--- src/rtl/feeder_pkg.sv ---
// feeder_pkg: state encoding and parameter limits shared by serial_bit_feeder
package feeder_pkg;
  typedef enum logic [1:0] {ST_IDLE = 2'b00, ST_SHIFT = 2'b01, ST_GAP = 2'b10} state_e;
  localparam int MAX_WIDTH = 32;
  localparam int MAX_GAP = 15;
  localparam int GAP_W = 4;
endpackage

--- src/rtl/feeder_shift_reg.sv ---
// feeder_shift_reg: parallel-load shift register presenting its outgoing bit
module feeder_shift_reg
  import feeder_pkg::*;
#(
  parameter int WIDTH = 8,
  parameter bit MSB_FIRST = 1'b1
) (
  input  logic             clk,
  input  logic             reset,
  input  logic             load,
  input  logic             shift,
  input  logic [WIDTH-1:0] d,
  output logic             bit_out
);
  logic [WIDTH-1:0] sr_q, sr_d;
  always_comb sr_d = load ? d : shift ? (MSB_FIRST ? sr_q << 1 : sr_q >> 1) : sr_q;
  always_ff @(posedge clk or negedge reset) begin
    if (!reset) sr_q <= '0;
    else sr_q <= sr_d;
  end
  assign bit_out = MSB_FIRST ? sr_q[WIDTH-1] : sr_q[0];
endmodule

--- src/rtl/serial_bit_feeder.sv ---
// serial_bit_feeder: double-buffered parallel-to-serial feeder for the sequence detector
module serial_bit_feeder
  import feeder_pkg::*;
#(
  parameter int WIDTH = 8,
  parameter int GAP_CYCLES = 0,
  parameter bit MSB_FIRST = 1'b1
) (
  input  logic             clk,
  input  logic             reset,
  input  logic [WIDTH-1:0] in_data,
  input  logic             in_valid,
  output logic             in_ready,
  input  logic             enable,
  output logic             x_out,
  output logic             x_valid,
  output logic             word_done,
  output logic             busy
);
  localparam int CW = $clog2(WIDTH);
  localparam logic [CW-1:0] LAST_BIT = CW'(WIDTH - 1);
  localparam logic [GAP_W-1:0] LAST_GAP = GAP_W'(GAP_CYCLES - 1);
  if (WIDTH < 2 || WIDTH > MAX_WIDTH || GAP_CYCLES < 0 || GAP_CYCLES > MAX_GAP) begin : g_bad_param
    $error("serial_bit_feeder: parameter out of range");
  end
  state_e state_q, state_d;
  logic hold_full_q, hold_full_d;
  logic [WIDTH-1:0] hold_q, hold_d;
  logic [CW-1:0] cnt_q, cnt_d;
  logic [GAP_W-1:0] gap_q, gap_d;
  logic xo_q, xo_d;
  logic load, shift, sh_bit, accept, last_bit;
  feeder_shift_reg #(.WIDTH(WIDTH), .MSB_FIRST(MSB_FIRST)) u_shift (
    .clk    (clk),
    .reset  (reset),
    .load   (load),
    .shift  (shift),
    .d      (hold_q),
    .bit_out(sh_bit)
  );
  always_comb begin
    state_d = state_q;
    cnt_d = cnt_q;
    gap_d = gap_q;
    load = 1'b0;
    x_valid = 1'b0;
    word_done = 1'b0;
    accept = in_valid & ~hold_full_q;
    last_bit = cnt_q == LAST_BIT;
    if (state_q == ST_SHIFT) begin
      x_valid = enable;
      word_done = enable & last_bit;
      if (enable) cnt_d = last_bit ? '0 : cnt_q + 1'b1;
      if (enable & last_bit) begin
        if (GAP_CYCLES > 0) begin
          state_d = ST_GAP;
          gap_d = '0;
        end else begin
          load = hold_full_q;
          state_d = hold_full_q ? ST_SHIFT : ST_IDLE;
        end
      end
    end else if (state_q == ST_GAP) begin
      if (enable) gap_d = gap_q + 1'b1;
      if (enable & (gap_q == LAST_GAP)) begin
        load = hold_full_q;
        state_d = hold_full_q ? ST_SHIFT : ST_IDLE;
      end
    end else begin
      load = hold_full_q & enable;
      state_d = load ? ST_SHIFT : ST_IDLE;
    end
    hold_full_d = (hold_full_q & ~load) | accept;
    hold_d = accept ? in_data : hold_q;
    shift = (state_q == ST_SHIFT) & enable;
    x_out = (state_q == ST_SHIFT) ? (enable ? sh_bit : xo_q) : 1'b0;
    xo_d = x_out;
  end
  always_ff @(posedge clk or negedge reset) begin
    if (!reset) begin
      state_q <= ST_IDLE;
      hold_full_q <= 1'b0;
      hold_q <= '0;
      cnt_q <= '0;
      gap_q <= '0;
      xo_q <= 1'b0;
    end else begin
      state_q <= state_d;
      hold_full_q <= hold_full_d;
      hold_q <= hold_d;
      cnt_q <= cnt_d;
      gap_q <= gap_d;
      xo_q <= xo_d;
    end
  end
  assign in_ready = ~hold_full_q;
  assign busy = (state_q != ST_IDLE) | hold_full_q;
endmodule

--- config.mk ---
export PLATFORM = sky130hd
export DESIGN_NAME = serial_bit_feeder
export DESIGN_NICKNAME = d
export VERILOG_FILES = /design/src/rtl/feeder_pkg.sv /design/src/rtl/feeder_shift_reg.sv /design/src/rtl/serial_bit_feeder.sv
export SDC_FILE = /design/constraint.sdc
export NUM_CORES = 1
export LEC_CHECK = 0
export CORE_MARGIN = 4
export CORE_UTILIZATION = 53
export CTS_BUF_LIST = sky130_fd_sc_hd__clkbuf_8
export CTS_CLUSTER_DIAMETER = 150
export CTS_CLUSTER_SIZE = 24
export DETAILED_ROUTE_END_ITERATION = 12
export PLACE_DENSITY = 0.91
export SYNTH_ARGS = -nofsm -noshare
export SYNTH_HDL_FRONTEND = slang
export SYNTH_SLANG_ARGS = --single-unit
--- constraint.sdc ---
create_clock -name clk -period 1.92 [get_ports clk]
set_input_delay 0.384 -clock clk [delete_from_list [all_inputs] [get_ports clk]]
set_output_delay 0.384 -clock clk [all_outputs]
set_load 0.02 [all_outputs]
# == Yosys cells after proc, flatten, opt, wreduce, memory -nomap -nowiden ==
# Index checks and enable logic that the tools add are counted.
# Widths: inputs -> output; s select.
# word_totals
out_inout_bits,5
word_cells,48
input_bits,12
reg_bits,27
# classes
bitwise,11
eq_ne,6
reduce_logical,5
n_addsub,2
mux,17
# ops
cell,count
$mux 8,2
$mux 1,10
$mux 2,4
$and 1x1->1,6
$add 4x1->4 const B,1
$eq 4x4->1 const B,1
$reduce_and 2->1,2
$reduce_bool 2->1,2
$add 3x1->3 const B,1
$eq 3x3->1 const B,1
$mux 3,1
$ne 3x1->1 const B,1
$not 1->1,3
$reduce_and 3->1,1
$eq 2x1->1 const B,1
$eq 2x2->1 const B,1
$ne 2x2->1 const B,1
$or 1x1->1,2

# == Longest topological paths before layout ==
# depth
word_depth,8
depth_mapped,5
ltp_nobuf,5

# == Modules after synthesis ==
# From an unflattened synthesis, not the netlist that was laid out.
# hier_totals
hier_cells,78
area_unflattened_um2,1006.0
# modules_own_cells
module,area_each_um2,cells_each,seq_area_each_um2,instances
serial_bit_feeder,636.9,44,350.3,1
feeder_shift_reg,369.1,34,200.2,1

# == Worst setup path after synthesis ==
# Ideal clock, no wire load.
# synth_timing
path_type,flip-flop to flip-flop
start,register cnt_q[0]
end,register u_shift.sr_q[0]
required_ns,1.799
t_arrival_ns,1.321
period_less_slack_ns,1.442
setup_ns,0.121
path_buffers,0
path_stages_with_launch,6
path_slack_ns,0.478
cell_sequence,dfrtp_1 -> ha_1 -> ha_1 -> and2b_1 -> nor2_1 -> a22o_1
# synth_between
elab_chain_len,5
word_cells_on_any_way,6
classes_between,eq/ne (1); mux (3); bitwise (1); reduce/logical (1)
# synth_lines
item,line,source
"start, declared",serial_bit_feeder.sv:29,"logic [CW-1:0] cnt_q, cnt_d;"
"start signal, assigned",serial_bit_feeder.sv:91,cnt_q <= cnt_d;
$eq 3x3->1 (*),serial_bit_feeder.sv:49,last_bit = cnt_q == LAST_BIT;
$and 1x1->1 (*),serial_bit_feeder.sv:54,if (enable & last_bit) begin
$mux 1 (*),serial_bit_feeder.sv:54,
$mux 1 (*),serial_bit_feeder.sv:50,if (state_q == ST_SHIFT) begin
$mux 8 / $reduce_bool 2->1 (equally long branches),-,
"end signal, assigned",feeder_shift_reg.sv:19,else sr_q <= sr_d;
"end, declared",feeder_shift_reg.sv:15,"logic [WIDTH-1:0] sr_q, sr_d;"
# Mark *: on every way between the ends. The rest lies on a longest branch, timed or not.
# A chain may end at the register's enable or synchronous reset.

# == Final worst setup path ==
# layout_timing
start,register hold_full_q
end,output port in_ready
# layout_between
elab_chain_len,1
# layout_lines
item,line,source
"start, declared",serial_bit_feeder.sv:27,"logic hold_full_q, hold_full_d;"
"start signal, assigned",serial_bit_feeder.sv:89,hold_full_q <= hold_full_d;
$not 1->1,serial_bit_feeder.sv:96,assign in_ready = ~hold_full_q;
"end, declared",serial_bit_feeder.sv:13,"output logic in_ready,"
# Every way passes these cells.

==> results.rst <==
.. list-table::
   :header-rows: 1

   * - Metric
     - Value
   * - Clock network fraction of design power
     - 0.230
   * - Required @ worst endpoint
     - 1540 ps
   * - Starting DRT DRC Count
     - 17
   * - CTS root buffer
     - sky130_fd_sc_hd__clkbuf_8
   * - Number of synthesized flops with an enable pin
     - 0
   * - Reg2reg setup slack
     - 240 ps
   * - Capturing point of the worst reg2reg path
     - u_shift.sr_q[0]
   * - Area fraction of the dominant cell type after synthesis
     - 0.562
   * - Number of global-route vias before repair
     - 755
   * - Dominant cells by area after synthesis
     - sky130_fd_sc_hd__dfrtp_1 56%, sky130_fd_sc_hd__mux2_1 9.2%, sky130_fd_sc_hd__a31oi_1 4.5%
   * - Worst clock skew on the final layout
     - 6.16 ps
   * - P_int
     - 1.26 mW
   * - Worst reg2reg path startpoint
     - cnt_q[0]
   * - Area overhead of the layout relative to synthesis
     - 28.4%
   * - Distinct cell type count of the synthesized netlist
     - 24
   * - Adder-cell share of the synthesized area
     - 0.0255
   * - Buffer depth of the longest clock path
     - 2
   * - Count of endpoints failing setup in the final report
     - 0
   * - Area taken by multi-input logic gates
     - 394 um^2
   * - Residual DRC count
     - 0
   * - Transition at the pin with the smallest max-transition slack
     - 281 ps
   * - Run status
     - completed
   * - Placed insts
     - 131
   * - Crit path launch type
     - register
   * - Fraction of registers with async set/reset
     - 1.00
   * - Width of the chip
     - 51.0 um
   * - Wire length per cell after detailed routing
     - 14.6 um
   * - Detail-routed via count per cell
     - 5.49
   * - Worst-Skew Late Latency
     - 260 ps
   * - Area fraction in compound gates after synthesis
     - 0.114
   * - Hold slack
     - 460 ps
   * - Total number of H-tree levels
     - 1
   * - Final Cycle Share
     - 0.952
   * - Standard-cell rows
     - 15
   * - Min cycle time layout
     - 1830 ps
   * - Minimum setup slack in the final design
     - 92.5 ps
   * - Max-capacitance violation count
     - 0
   * - Number of buffers added on ports
     - 16
   * - Number of nets with antenna violations after detailed routing
     - 0
   * - Ratio of cells with drive above 1 in the final layout
     - 0.145
   * - Share of cell area taken by muxes after synthesis
     - 0.125
   * - Dominant register cell in the synthesized netlist
     - sky130_fd_sc_hd__dfrtp_1
   * - Max-slew headroom
     - 0.813
   * - Initial antenna violation count
     - 0
   * - Max rail drop VDD
     - 0.881 mV
   * - Post-synth net total
     - 101
   * - Combinational group share of total power
     - 0.336
   * - Area of the die
     - 2600 um^2
   * - Hold Fails Final Rpt
     - 0
   * - Cell type with the highest aggregate area in the netlist
     - sky130_fd_sc_hd__dfrtp_1
   * - Final estimated routing congestion in global placement
     - 0.799
   * - Number of vias after detailed routing
     - 741
   * - Starting density of the core
     - 0.561
   * - Number of fill cells in the layout
     - 122
   * - Crit path DAT
     - 1440 ps
   * - Static leakage
     - 0.555 nW
   * - Sink count of the clock tree
     - 22
   * - Total standard cell area after synthesis
     - 980 um^2
   * - Ranking of synthesized cells by instance count
     - 22 x sky130_fd_sc_hd__dfrtp_1, 10 x sky130_fd_sc_hd__nor2_1, 8 x sky130_fd_sc_hd__mux2_1
   * - RSZ-0062 raised after global routing
     - no
   * - Maximum frequency from static timing analysis
     - 547 MHz
   * - Congestion Overflow GR
     - 0
   * - Mapped Cells
     - 87
   * - Area of the placeable core
     - 1750 um^2
   * - Post-Synth Simple-Gate Area
     - 0.138
   * - Maximum number of pins on one net before global-route repair
     - 23
   * - Avg Synthesized Cell Area
     - 11.3 um^2
   * - Buffer count from post-CTS setup fixing
     - 0
   * - Sequential fraction of the synthesis area
     - 0.562
   * - Synth warnings
     - 0
   * - Register share of total power
     - 0.434
   * - Post-Synth XOR/XNOR Area
     - 0
   * - Path type of the worst min-delay path
     - in -> async
   * - Top-level I/O count
     - 17
   * - Largest fanout on the critical path
     - 6
   * - Pins Over Slew Limit
     - 0
   * - Clock-pin slew on the worst setup and hold paths
     - 80 ps
   * - Drt pass-1 iters
     - 4
   * - Layout Utilization
     - 0.720
   * - Pre-CTS setup slack
     - -262 ps
   * - Height of the chip
     - 51.0 um
   * - Total detailed-routing wirelength
     - 1980 um
   * - GRT Overall Usage
     - 0.185
   * - Endpoint kind of the worst setup timing path
     - output port
   * - Dominant combinational cell family by area after synthesis
     - simple AND/OR/NAND/NOR gates
   * - Pwr per Cell Area
     - 1470 nW/um^2
   * - Clock tree from TritonCTS
     - done
   * - Reg2reg path depth
     - 6
   * - Cell with the most instances after synthesis
     - sky130_fd_sc_hd__dfrtp_1
   * - Hpwl dp
     - 1460 um
   * - Number of nets in the layout
     - 125
   * - Wire length of the first global-routing pass
     - 3350 um
   * - Inserted Diodes
     - 0
   * - Total design power
     - 1.85 mW
   * - Net switching power figure
     - 588 uW
   * - TritonCTS buffer count
     - 3
   * - Seq. cell area
     - 551 um^2
   * - Number of standard cells in the final layout excluding fillers
     - 135
   * - Path type of the worst setup path
     - reg -> out
   * - Number of storage elements in the synthesis netlist
     - 22
   * - Switching fraction of total power
     - 0.318
-- final cells by class --
cell class / count / area share
Sequential cell: 22 / 0.438
Multi-Input combinational cell: 59 / 0.313
Timing Repair Buffer: 22 / 0.158
Clock buffer: 3 / 0.0328
Tap cell: 25 / 0.0249
Clock inverter: 1 / 0.0239
Inverter: 3 / 0.00896
-- sequential cells by signal, summed over array words and instances, names as in the netlist --
register / flops
cnt_q: 3
u_shift.sr_q: 8
hold_full_q: 1
hold_q: 8
state_q: 1
xo_q: 1
-- repair_timing --
action / 4_1_cts / 5_1_grt
hold buffers: 0 / 0
gates cloned: 0 / 0
gates resized for setup: 5 / 2
endpoints found under the setup margin: 4 / 2
-- worst max-delay path by stage --
stage                      from              end  slack [ps]  cells after the start
floorplan              cnt_q[0]  u_shift.sr_q[0]         480                      5
global placement         enable            x_out        -230                      4
detailed placement       enable            x_out        -260                      4
CTS                      enable            x_out          10                      4
global route        hold_full_q         in_ready          40                      3
finish              hold_full_q         in_ready          90                      3
-- routing by layer --
layer	up-vias	wire length [um]	share of wire	GRT usage
li1	350	-	-	-
met1	366	732	0.37	0.191
met2	21	1060	0.54	0.320
met3	4	104	0.053	0.0379
met4	0	74	0.037	0.148
met5	-	0	0	0
-- layout by cell type (no fill, tap or decap) --
| cell type | n |
|---|---|
| sky130_fd_sc_hd__mux2_2 | 2 |
| sky130_fd_sc_hd__bufinv_16 | 1 |
| sky130_fd_sc_hd__dlymetal6s2s_1 | 1 |
| sky130_fd_sc_hd__or2_2 | 1 |
| sky130_fd_sc_hd__a21o_1 | 2 |
| sky130_fd_sc_hd__nand2_1 | 3 |
| sky130_fd_sc_hd__and2b_1 | 1 |
| sky130_fd_sc_hd__inv_1 | 3 |
| sky130_fd_sc_hd__dlygate4sd2_1 | 3 |
| sky130_fd_sc_hd__a22o_1 | 1 |
| sky130_fd_sc_hd__buf_4 | 6 |
| sky130_fd_sc_hd__nand2b_1 | 1 |
| sky130_fd_sc_hd__and3_2 | 1 |
| sky130_fd_sc_hd__nor2b_1 | 2 |
| sky130_fd_sc_hd__clkdlybuf4s50_1 | 11 |
| sky130_fd_sc_hd__a31oi_1 | 7 |
| sky130_fd_sc_hd__clkbuf_8 | 3 |
| sky130_fd_sc_hd__and2_1 | 1 |
| sky130_fd_sc_hd__nand3_1 | 7 |
| sky130_fd_sc_hd__mux2_1 | 8 |
| sky130_fd_sc_hd__nor3_1 | 1 |
| sky130_fd_sc_hd__ha_1 | 2 |
| sky130_fd_sc_hd__o21a_2 | 1 |
| sky130_fd_sc_hd__nor2_1 | 10 |
| sky130_fd_sc_hd__dfrtp_1 | 22 |
| sky130_fd_sc_hd__clkbuf_2 | 1 |
| sky130_fd_sc_hd__mux2i_1 | 1 |
| sky130_fd_sc_hd__o21ai_0 | 7 |
-- stage by stage --
stage | cell area [um^2] | TNS [ps]
after detailed placement | 1190 | -593
after floorplan | 980 | 0
final | 1260 | 0
after global placement | 1190 | -515
after global routing | 1260 | 0
after CTS | 1260 | 0
-- worst max-delay path, stage by stage, from the launching register on --
cell and delay [ps]:
sky130_fd_sc_hd__dfrtp_1 380, sky130_fd_sc_hd__buf_4 160, sky130_fd_sc_hd__inv_1 50, sky130_fd_sc_hd__clkdlybuf4s50_1 590
-- power by group through the flow --
| stage | logic [mW] | registers, mW | clock network (mW) |
|---|---|---|---|
| 6_report | 0.620 | 0.802 | 0.425 |
| 5_1_grt | 0.694 | 0.826 | 0.454 |
| 4_1_cts | 0.632 | 0.802 | 0.432 |
| 3_5_place_dp | 0.642 | 0.810 | 0 |
| 3_3_place_gp | 0.597 | 0.792 | 0 |
| 2_1_floorplan | 0.427 | 0.771 | 0 |
-- kinds of logic (layout without fill, tap and decap cells) --
family	count (synthesis)	after routing
mux	11	11
buf+inv	6	29
fa+ha+maj	2	2
flops	22	22
simple gates	28	28
compound gates	18	18
No activity file was read; power rests on OpenSTA's default activity.
